### src/rtl/gs_elim_sched_pkg.sv
// Shared definitions for the gs_elim_sched scheduler: FSM state type and
// host_rw encoding.
package gs_elim_sched_pkg;

    typedef enum logic [1:0] {
        S_IDLE  = 2'd0,
        S_DRAIN = 2'd1,
        S_START = 2'd2,
        S_RUN   = 2'd3
    } sched_state_e;

    localparam logic HOST_WR = 1'b1;
    localparam logic HOST_RD = 1'b0;

endpackage : gs_elim_sched_pkg

### src/rtl/gs_elim_sched_rd_pipe.sv
// gs_rd_pipe: DEPTH-deep valid shift register tracking host reads in flight.
// empty_o is high when no read will still be returning in the next cycle,
// i.e. only the output stage (whose data is on the RAM bus now) may be set.
module gs_rd_pipe #(
    parameter int unsigned DEPTH = 2
) (
    input  logic clk_i,
    input  logic rst_b_i,
    input  logic vld_i,
    output logic vld_o,
    output logic empty_o
);

    logic [DEPTH-1:0] pipe_q;
    logic [DEPTH-1:0] pipe_d;
    logic             inflight;

    // Shift next-state and in-flight detection over all but the output stage.
    always_comb begin
        pipe_d    = '0;
        pipe_d[0] = vld_i;
        for (int unsigned i = 1; i < DEPTH; i++) begin
            pipe_d[i] = pipe_q[i-1];
        end
        inflight = vld_i;
        for (int unsigned i = 0; i + 1 < DEPTH; i++) begin
            inflight = inflight | pipe_q[i];
        end
    end

    // Pipe register with synchronous active-low clear.
    always_ff @(posedge clk_i) begin
        if (!rst_b_i) begin
            pipe_q <= '0;
        end else begin
            pipe_q <= pipe_d;
        end
    end

    assign vld_o   = pipe_q[DEPTH-1];
    assign empty_o = ~inflight;

endmodule : gs_rd_pipe

### src/rtl/gs_elim_sched.sv
// gs_elim_sched: scheduler and RAM-port arbiter for the Gaussian-elimination
// engine. Host accesses are granted only in IDLE; a run request drains
// outstanding host reads, pulses eng_start and gives the RAM to the engine
// until eng_finish.
// Optional watchdog: define GS_SCHED_TIMEOUT_EN.
module gs_elim_sched
    import gs_elim_sched_pkg::*;
#(
    parameter int DAT_W      = 16,
    parameter int DAT_D      = 8,
    parameter int READ_DELAY = 2,
    parameter int MAX_CYC    = 65535,
    parameter int AW         = $clog2(DAT_D)   // derived; leave at default
) (
    input  logic             clk,
    input  logic             rst_b,
    input  logic             run,
    output logic             busy,
    output logic             done,
    output logic             err_timeout,
    input  logic             host_req,
    input  logic             host_rw,
    input  logic [AW-1:0]    host_addr,
    input  logic [DAT_W-1:0] host_wdat,
    output logic             host_gnt,
    output logic [DAT_W-1:0] host_rdat,
    output logic             host_rvalid,
    output logic             eng_start,
    input  logic             eng_finish,
    output logic             eng_rst_b,
    input  logic [AW-1:0]    eng_addr,
    input  logic             eng_rw,
    input  logic [DAT_W-1:0] eng_wdat,
    output logic [DAT_W-1:0] eng_rdat,
    output logic [AW-1:0]    mem_addr,
    output logic             mem_rw,
    output logic [DAT_W-1:0] mem_dout,
    input  logic [DAT_W-1:0] mem_din
);

    sched_state_e state_q, state_d;
    logic         done_q, done_d;
    logic         pipe_empty;

`ifdef GS_SCHED_TIMEOUT_EN
    localparam int CNT_W = $clog2(MAX_CYC + 1);
    logic [CNT_W-1:0] cnt_q, cnt_d;
    logic             err_q, err_d;
    logic             abort_q, abort_d;
`else
    logic unused_max_cyc;
    assign unused_max_cyc = (MAX_CYC > 0);
`endif

    assign host_gnt  = host_req & (state_q == S_IDLE) & ~run;
    assign busy      = (state_q != S_IDLE);
    assign done      = done_q;
    assign eng_start = (state_q == S_START);
    assign host_rdat = mem_din;
    assign eng_rdat  = mem_din;

    gs_rd_pipe #(
        .DEPTH(READ_DELAY)
    ) u_rd_pipe (
        .clk_i  (clk),
        .rst_b_i(rst_b),
        .vld_i  (host_gnt & (host_rw == HOST_RD)),
        .vld_o  (host_rvalid),
        .empty_o(pipe_empty)
    );

    // RAM port mux: host when granted, engine in START/RUN, otherwise parked at zero.
    always_comb begin
        mem_addr = '0;
        mem_rw   = 1'b0;
        mem_dout = '0;
        if (host_gnt) begin
            mem_addr = host_addr;
            mem_rw   = host_rw;
            mem_dout = host_wdat;
        end else if (state_q == S_START || state_q == S_RUN) begin
            mem_addr = eng_addr;
            mem_rw   = eng_rw;
            mem_dout = eng_wdat;
        end
    end

    // Next-state and pulse logic for the IDLE->DRAIN->START->RUN sequence.
    always_comb begin
        state_d = state_q;
        done_d  = 1'b0;
`ifdef GS_SCHED_TIMEOUT_EN
        cnt_d   = cnt_q;
        err_d   = err_q;
        abort_d = 1'b0;
`endif
        case (state_q)
            S_IDLE: begin
                if (run) begin
                    state_d = S_DRAIN;
`ifdef GS_SCHED_TIMEOUT_EN
                    err_d   = 1'b0;
`endif
                end
            end
            S_DRAIN: begin
                // Leave once the last in-flight read is on the bus this cycle,
                // so START never overlaps returning host data.
                if (pipe_empty) begin
                    state_d = S_START;
                end
`ifdef GS_SCHED_TIMEOUT_EN
                cnt_d = '0;
`endif
            end
            S_START: begin
                state_d = S_RUN;
            end
            S_RUN: begin
                if (eng_finish) begin
                    state_d = S_IDLE;
                    done_d  = 1'b1;
                end
`ifdef GS_SCHED_TIMEOUT_EN
                else if (cnt_q == CNT_W'(MAX_CYC)) begin
                    state_d = S_IDLE;
                    done_d  = 1'b1;
                    err_d   = 1'b1;
                    abort_d = 1'b1;
                end else begin
                    cnt_d = cnt_q + 1'b1;
                end
`endif
            end
            default: begin
                state_d = S_IDLE;
            end
        endcase
    end

    // State and done-pulse registers.
    always_ff @(posedge clk) begin
        if (!rst_b) begin
            state_q <= S_IDLE;
            done_q  <= 1'b0;
        end else begin
            state_q <= state_d;
            done_q  <= done_d;
        end
    end

`ifdef GS_SCHED_TIMEOUT_EN
    // Watchdog counter, sticky error flag and one-cycle engine abort.
    always_ff @(posedge clk) begin
        if (!rst_b) begin
            cnt_q   <= '0;
            err_q   <= 1'b0;
            abort_q <= 1'b0;
        end else begin
            cnt_q   <= cnt_d;
            err_q   <= err_d;
            abort_q <= abort_d;
        end
    end

    assign err_timeout = err_q;
    assign eng_rst_b   = rst_b & ~abort_q;
`else
    assign err_timeout = 1'b0;
    assign eng_rst_b   = rst_b;
`endif

endmodule : gs_elim_sched

### config.mk
export PLATFORM = sky130hd
export DESIGN_NAME = gs_elim_sched
export DESIGN_NICKNAME = d
export VERILOG_FILES = /design/src/rtl/gs_elim_sched_pkg.sv /design/src/rtl/gs_elim_sched_rd_pipe.sv /design/src/rtl/gs_elim_sched.sv
export SDC_FILE = /design/constraint.sdc
export NUM_CORES = 1
export LEC_CHECK = 0
export ABC_AREA = 1
export CAP_MARGIN = 20
export CORE_MARGIN = 1
export CORE_UTILIZATION = 24
export CTS_CLUSTER_SIZE = 25
export DETAILED_ROUTE_END_ITERATION = 12
export PLACE_DENSITY = 0.85
export SLEW_MARGIN = 40
export SYNTH_ARGS = -nofsm -noshare
export SYNTH_HDL_FRONTEND = slang
export SYNTH_SLANG_ARGS = --single-unit
### constraint.sdc
create_clock -name clk -period 1.9 [get_ports clk]
set_input_delay 0.38 -clock clk [delete_from_list [all_inputs] [get_ports clk]]
set_output_delay 0.38 -clock clk [all_outputs]
set_load 0.01 [all_outputs]
======== Yosys cells after proc, flatten, opt, wreduce, memory -nomap -nowiden ========
Index checks and enable logic that the tools add are counted.
word-level totals
  input port bits ......................... 61
  output and inout port bits .............. 59
  flip-flop bits (word level) ............. 5
cells by class
  reductions and logical operators ........ 5
  eq/ne operators ......................... 6
  bitwise operators ....................... 6
  mux-type cells .......................... 11
operators by type and width
  kind                  number
  $mux W16              2
  $pmux W2 S4           1
  $mux W2               3
  $mux W3               2
  $ne A2 B2 Y1 const B  3
  $eq A2 B2 Y1 const B  2
  $and A1 B1 Y1         3
  $mux W1               3
  $reduce_and A3 Y1     1
  $eq A2 B1 Y1 const B  1
  $logic_not A2 Y1      1
  $not A1 Y1            2
  $reduce_and A2 Y1     1
  $reduce_bool A2 Y1    1
  $logic_or A1 B1 Y1    1
  $or A1 B1 Y1          1

======== Logic depth before layout (Yosys ltp) ========
Gate-level depths: netlist of run 1.
  word-level depth ........................ 7
  depth in mapped cells ................... 10
  depth with buffers taken out ............ 10

======== Cells and area by module ========
Synthesis of run 1 repeated with hierarchy kept, for this count alone.
second synthesis, totals
  cells, all modules ...................... 140
  area total of the unflattened synthesis .. 854.6 um2
modules (own cells, without submodules)
  module         sequential area each (um2)  area each (um2)  cells each  times used
  gs_elim_sched  60.1                        795.8            133         1
  gs_rd_pipe     40.0                        58.8             7           1

======== Worst setup path after synthesis of run 1 ========
OpenSTA, ideal clock, no wires.
  path kind ............................... register -> output
  from .................................... reg state_q[0]
  to ...................................... out mem_rw
  stages on the path, launching flop included .. 7
  slack ................................... 203 ps
  arrival time ............................ 1317 ps
  path through ............................ dfxtp_1 -> inv_1 -> ha_1 -> or2_2 -> buf_2 -> nand3_1 -> o21ai_1
between the ends
  cells in the longest elaborated chain, start to end .. 4
  elaborated cells between the ends (all ways) .. 8
  those cells by class .................... 2 x eq/ne; 2 x mux; 2 x bitwise; 2 x reduce/logical
ends and longest elaborated chain
  item                    line                  RTL
  start, declared         gs_elim_sched.sv:41   sched_state_e state_q, state_d;
  start signal, assigned  gs_elim_sched.sv:147  state_q <= state_d;
  $eq A2 B2 Y1            n/a
  via eng_start           gs_elim_sched.sv:28   output logic eng_start,
  $logic_or A1 B1 Y1      gs_elim_sched.sv:81   end else if (state_q == S_START || state_q == S_RUN) begin
  $mux W1                 gs_elim_sched.sv:81
  $mux W1                 gs_elim_sched.sv:77   if (host_gnt) begin
  end, declared           gs_elim_sched.sv:36   output logic mem_rw,
The timed path passes the listed nets, and every way through them passes these cells.

======== Worst setup path in the final report of run 1 ========
  from .................................... reg state_q[0]
  to ...................................... out mem_dout[5]
between the ends
  cells in the longest elaborated chain, start to end .. 4
  elaborated cells between the ends (all ways) .. 8
  those cells by class .................... 2 x eq/ne; 2 x mux; 2 x bitwise; 2 x reduce/logical
ends and longest elaborated chain
  item                                                        line                                      RTL
  $eq A2 B2 Y1 / $logic_not A2 Y1 (equally long branches)     gs_elim_sched.sv:81, gs_elim_sched.sv:55
  $logic_or A1 B1 Y1 / $and A1 B1 Y1 (equally long branches)  gs_elim_sched.sv:81, gs_elim_sched.sv:55
  $mux W16 / $and A1 B1 Y1 (equally long branches)            gs_elim_sched.sv:81, gs_elim_sched.sv:55
  $mux W16 *                                                  gs_elim_sched.sv:77
  end, declared                                               gs_elim_sched.sv:37                       output logic [DAT_W-1:0] mem_dout,
Mark *: on every way between the ends. The rest lies on a longest branch, timed or not.

==> results of run 1 <==
## what timing repair did
item,CTS,global route
cloned,4,2
gates resized for setup,97,47
pin swaps,8,15
setup endpoints to repair,23,22
setup buffers,5,0
endpoints found under the hold margin,0,0
## through the flow
step | instances | total power, mW | utilization [%] | hold slack [ns]
3_5_place_dp | 227 | 1.35 | 41.8 | 0.428
6_report | 241 | 1.77 | 48.9 | 0.442
5_1_grt | 241 | 1.92 | 48.9 | 0.487
2_1_floorplan | 141 | 0.783 | - | 0.407
3_3_place_gp | 227 | 1.34 | 41.8 | 0.416
4_1_cts | 240 | 1.62 | 45.4 | 0.443
## power by group through the flow
stage	registers, mW	clock network (mW)	logic, mW
2_1_floorplan	0.151	0	0.631
3_3_place_gp	0.155	0	1.19
3_5_place_dp	0.157	0	1.19
4_1_cts	0.161	0.132	1.33
5_1_grt	0.172	0.143	1.61
6_report	0.170	0.128	1.47
## logic make-up (layout without fill, tap and decap cells)
| logic type | after synthesis | in the layout | share of synthesized area (%) |
|---|---|---|---|
| AOI/OAI and AO/OA | 4 | 4 | 2.54 |
| adders and majority gates | 5 | 5 | 7.49 |
| buffers and inverters | 51 | 102 | 39.1 |
| DFF | 5 | 5 | 12.0 |
| other | 1 | 1 | 0.449 |
| and+or+nand+nor | 75 | 78 | 38.5 |
## worst max-delay path: cells and delay by family, from the launching register on
family | cells | cell delay, ns
and+or+nand+nor | 3 | 0.55
adders and majority gates | 1 | 0.21
buffers and inverters | 2 | 0.16
DFF | 1 | 0.36
## metal layers
layer	vias to the layer above	GRT usage (%)	routed length [um]
met1	457	17.8	1280
met5	-	0	0
met3	7	4.62	234
met4	0	3.90	38
met2	55	28.1	1630
li1	512	-	-
## placed cells by master (no fill, tap or decap), drive strengths merged
cell	instances
ha	5
clkdlybuf4s50	46
clkbuf	6
inv	11
a21oi	2
nand2	46
nor2	6
buf	36
o22ai	1
conb	1
dlygate4sd2	2
dlymetal6s2s	1
or2	4
nand3	22
dfxtp	5
o21ai	1
## layout make-up
type / count / area, um^2 / share of cell area, %
inverter: 11 / 46.3 / 2.84
multi-input combinational: 88 / 547 / 33.5
clock buffer: 4 / 26.3 / 1.61
tap: 46 / 57.6 / 3.53
timing repair buffer: 87 / 848 / 52.0
sequential: 5 / 105 / 6.45
## final timing paths
check | to | slack [ns] | startpoint | depth (start not counted)
setup / recovery | mem_dout[5] | -0.005 | state_q[0]$_SDFFE_PN0P_ | 6
hold / removal | u_rd_pipe.pipe_q[1]$_SDFF_PN0_ | 0.44 | u_rd_pipe.pipe_q[0]$_SDFF_PN0_ | 2
setup reg to reg | state_q[1]$_SDFFE_PN0P_ | 0.27 | state_q[0]$_SDFFE_PN0P_ | 12
hold reg to reg | u_rd_pipe.pipe_q[1]$_SDFF_PN0_ | 0.44 | u_rd_pipe.pipe_q[0]$_SDFF_PN0_ | 2
## sequential cells by signal, summed over array words and instances, names as in the netlist
signal,flops
done,1
state_q,2
u_rd_pipe.pipe_q,2
==> flow_summary.json, run 1 <==
{
  "status": "finished with violations",
  "violations": "setup timing",
  "cts.hold.buffers_added": 0,
  "start_util_pct": 25.0,
  "track_usage_pct": 15.5,
  "via_count": 1031,
  "synth_edf_count": 0,
  "pwr-share-clk_pct": 7.2,
  "hold_class": "flip-flop to flip-flop",
  "path_max_fanout": 5,
  "tritoncts": "done",
  "p_sw_mw": 0.773,
  "numCtsBuffers": 3,
  "cp.arrival_ns": 1.53,
  "max_stage_delay_ns": 0.37,
  "core_area_mm2": 0.00334,
  "worst_slack_ns": -0.00544,
  "p_int_mw": 0.995,
  "dr.first_iter.drc_count": 28,
  "p_seq_share_pct": 9.6,
  "placed_cell_area_mm2": 0.00140,
  "worst_setup_path_start_kind": "flip-flop",
  "portBuffers": 70,
  "clk_latency_ns": 0.25,
  "die_h_um": 61.0,
  "antenna_found_initial": 0,
  "fin_nets": 262,
  "num_io_pins": 120,
  "synth_cell_types": 15,
  "pre_cts_slack_ns": -0.410,
  "ys_top_cells_by_count": "nand2_1 (45), buf_4 (34), nand3_1 (22)",
  "grt_overflow_total": 0,
  "drv_cap": 0,
  "synth_ff_type": "dfxtp_1",
  "clk_path_buf_depth": 2,
  "netSwitchingFraction_pct": 43.7,
  "setup-tns-final_ns": -0.00989,
  "clk_pin_slew_worst_paths_ns": 0.05,
  "slew_viol_final": 0,
  "clock_sinks": 5,
  "drc_errors": 0,
  "viasPerCell": 4.28,
  "area_delta_synth_final_pct": 95.1,
  "detail_route.wl_per_cell_um": 13.2,
  "yosysSeqAreaShare_pct": 12.0,
  "antenna_cells": 0,
  "routed_wl_mm": 3.18,
  "grt_max_degree": 12,
  "first_global_vias": 920,
  "async_flop_share_pct": 0,
  "grt_pass1_wl_mm": 4.21,
  "setup_viol": 2,
  "firstDrtPassIters": 4,
  "synthTopCellsByArea": "buf_4 (31%), nand2_1 (20%), nand3_1 (13%), dfxtp_1 (12%), ha_1 (7.5%)",
  "fill_cells": 356,
  "critPathKind": "flip-flop to output port",
  "synth_area_um2": 836,
  "die_area_mm2": 0.00372,
  "fp-row-count": 21,
  "p_per_area_mw_per_mm2": 1080,
  "drive_above_1_share_pct": 40.5,
  "crit_required_ns": 1.52,
  "finalHoldViolCount": 0,
  "avgSynthCellArea_um2": 5.93,
  "synth_most_common_cell": "nand2_1",
  "power_frac_comb_pct": 83.2,
  "synth_fp_nets": 207,
  "gp_congestion": 0.712,
  "power.leakage_nw": 0.841,
  "crit_path_end_kind": "output port",
  "yosys.area.top_type": "buf_4",
  "synth_top_area_share_pct": 30.5,
  "h-tree-depth": 1,
  "place_hpwl_mm": 2.00,
  "yosysWarnings": 0,
  "fin_area_mm2": 0.00163,
  "root_buffer": "clkbuf_4",
  "ant_nets": 0,
  "fin_crit_ns": 1.91,
  "fmax_ghz": 0.525,
  "clock_skew_ns": 0.00438,
  "synthCells": 141,
  "chipWidth_um": 61.0,
  "ys_ff_latch": 5,
  "rsz0062_at_grt": "true",
  "timing.final.crit_share_pct": 100,
  "peakVddDrop_v": 0.000648,
  "crit_chain": "inv_4 -> ha_2 -> or2_2 -> nand3_1 -> nand2_2 -> buf_6",
  "slowest_stage": "or2_2"
}
Note: power is estimated with default switching activity, not from simulation.
==> inputs of run 2 (changes only) <==
--- a/config.mk
+++ b/config.mk
@@ -12,6 +12,8 @@
 export CTS_CLUSTER_SIZE = 25
 export DETAILED_ROUTE_END_ITERATION = 12
 export PLACE_DENSITY = 0.85
+export RECOVER_POWER = 25
+export SETUP_SLACK_MARGIN = 0.2
 export SLEW_MARGIN = 40
 export SYNTH_ARGS = -nofsm -noshare
 export SYNTH_HDL_FRONTEND = slang
==> flow_summary.json, run 2 (synthesis results as in run 1) <==
{
  "status": "finished with violations",
  "violations": "setup timing",
  "rsz0062_at_grt": "true",
  "first_global_vias": 927,
  "tritoncts": "done",
  "h-tree-depth": 1,
  "fin_nets": 263,
  "pre_cts_slack_ns": -0.410,
  "slew_viol_final": 0,
  "place_hpwl_mm": 2.00,
  "fp-row-count": 21,
  "die_area_mm2": 0.00372,
  "power_mw": 1.79,
  "detail_route.wl_per_cell_um": 12.9,
  "clock_skew_ns": 0.00649,
  "via_count": 1046,
  "start_util_pct": 25.0,
  "cp-startpoint": "state_q[0]$_SDFFE_PN0P_",
  "ant_nets": 0,
  "fill_cells": 357,
  "timing.final.crit_share_pct": 101,
  "cp.arrival_ns": 1.54,
  "numCtsBuffers": 3,
  "clk_latency_ns": 0.25,
  "setup_viol": 4,
  "setup-tns-final_ns": -0.0747,
  "grt_max_degree": 12,
  "fin_area_mm2": 0.00164,
  "peakVddDrop_v": 0.000674,
  "drive_above_1_share_pct": 39.3,
  "layout_common_cells": "clkdlybuf4s50_1 (44), nand2_1 (27), nand3_1 (20), buf_2 (15), nand2_2 (12)",
  "drc_errors": 0,
  "crit_required_ns": 1.52,
  "die_h_um": 61.0,
  "worst_slack_ns": -0.0244,
  "antenna_found_initial": 0,
  "worst_setup_path_start_kind": "flip-flop",
  "hold_depth": 2,
  "hold_class": "flip-flop to flip-flop",
  "clk_path_buf_depth": 2,
  "routed_wl_mm": 3.12,
  "drv_cap": 0,
  "num_io_pins": 120,
  "chipWidth_um": 61.0,
  "grt_pass1_wl_mm": 4.24,
  "r2r_end": "state_q[0]$_SDFFE_PN0P_",
  "viasPerCell": 4.32,
  "root_buffer": "clkbuf_4",
  "core_area_mm2": 0.00334,
  "fin_crit_ns": 1.92,
  "endpoint": "mem_dout[14]",
  "area_delta_synth_final_pct": 96.7,
  "portBuffers": 70,
  "firstDrtPassIters": 4,
  "clk_pin_slew_worst_paths_ns": 0.05,
  "power.leakage_nw": 0.868,
  "grt_overflow_total": 0,
  "antenna_cells": 0,
  "crit_path_end_kind": "output port",
  "layout_commonest_cell": "clkdlybuf4s50_1",
  "placed_cell_area_mm2": 0.00140,
  "fmax_ghz": 0.520,
  "path_max_fanout": 5,
  "final_util_pct": 49.3,
  "clock_sinks": 5,
  "p_per_area_mw_per_mm2": 1090,
  "r2r_cells": 13,
  "finalHoldViolCount": 0,
  "timing.rr.start": "state_q[0]$_SDFFE_PN0P_",
  "gp_congestion": 0.712,
  "track_usage_pct": 15.6,
  "dr.first_iter.drc_count": 37,
  "critPathKind": "flip-flop to output port",
  "hp-start": "u_rd_pipe.pipe_q[0]$_SDFF_PN0_",
  "r2r_slack_ns": 0.18
}
==> run 2: changes by cell type in the layout (fill, tap and decap cells not counted), sizes merged <==
cell,delta
buf,+4
clkbuf,-2
clkdlybuf4s15,+1
clkdlybuf4s50,-2
dlygate4sd2,+1
or2,-1
==> run 2: critical path, cell delays in order, from the launching register on <==
cell and delay (ns):
dfxtp_4 0.35, inv_4 0.07, ha_4 0.15, nand2_4 0.05, nor2_4 0.12, buf_6 0.14, buf_12 0.10, buf_16 0.12
nand2_4 0.04, nand2_2 0.06, buf_6 0.10
==> run 2: routing by layer <==
metal / part of all wire [%] / global-route usage, % / vias to the layer above
met1: 38 / 17.8 / 465
li1: - / - / 514
met4: 1.5 / 3.90 / 0
met5: 0 / 0 / -
met3: 7.6 / 4.62 / 9
met2: 53 / 28.4 / 58
==> run 2: worst min-delay path by stage <==
| stage | slack, ns | to |
|---|---|---|
| 2_1_floorplan | 0.41 | u_rd_pipe.pipe_q[1]$_SDFF_PN0_ |
| 3_3_place_gp | 0.42 | u_rd_pipe.pipe_q[1]$_SDFF_PN0_ |
| 3_5_place_dp | 0.43 | u_rd_pipe.pipe_q[1]$_SDFF_PN0_ |
| 4_1_cts | 0.44 | u_rd_pipe.pipe_q[1]$_SDFF_PN0_ |
| 5_1_grt | 0.49 | u_rd_pipe.pipe_q[1]$_SDFF_PN0_ |
| 6_report | 0.44 | u_rd_pipe.pipe_q[1]$_SDFF_PN0_ |
==> run 2: final cells by class <==
class,instances,area (um^2),area share (%)
inverters,11,48.8,2.97
multi-input cells,87,542,33.0
clock buffers,4,26.3,1.60
flip-flops and latches,5,108,6.54
repair buffers,89,862,52.4
well taps,46,57.6,3.50
==> run 2: repair_timing <==
item / CTS / global route
pin swaps: 7 / 13
setup endpoints to repair: 24 / 24
buffers inserted: 6 / 1
hold buffers: 0 / 0
resized for setup: 105 / 44
cloned: 4 / 0
==> run 2: power breakdown <==
group / switching (mW) / leakage (nW) / internal (mW)
clock network: 0.0499 / 0.0150 / 0.0798
logic: 0.696 / 0.811 / 0.786
registers: 0.0361 / 0.0421 / 0.144
==> run 2: per-stage QoR <==
stage,instances,hold slack (ns)
2_1_floorplan,141,0.407
3_3_place_gp,227,0.416
3_5_place_dp,227,0.428
4_1_cts,241,0.443
5_1_grt,242,0.487
6_report,242,0.444
==> inputs of run 3 (changes only) <==
--- a/config.mk
+++ b/config.mk
@@ -6,6 +6,7 @@
 export NUM_CORES = 1
 export LEC_CHECK = 0
 export ABC_AREA = 1
+export ABC_CLOCK_PERIOD_IN_PS = 1900
 export CAP_MARGIN = 20
 export CORE_MARGIN = 1
 export CORE_UTILIZATION = 24
==> results of run 3 <==
No change in the layout: final DEF, timing and power equal those of run 2.
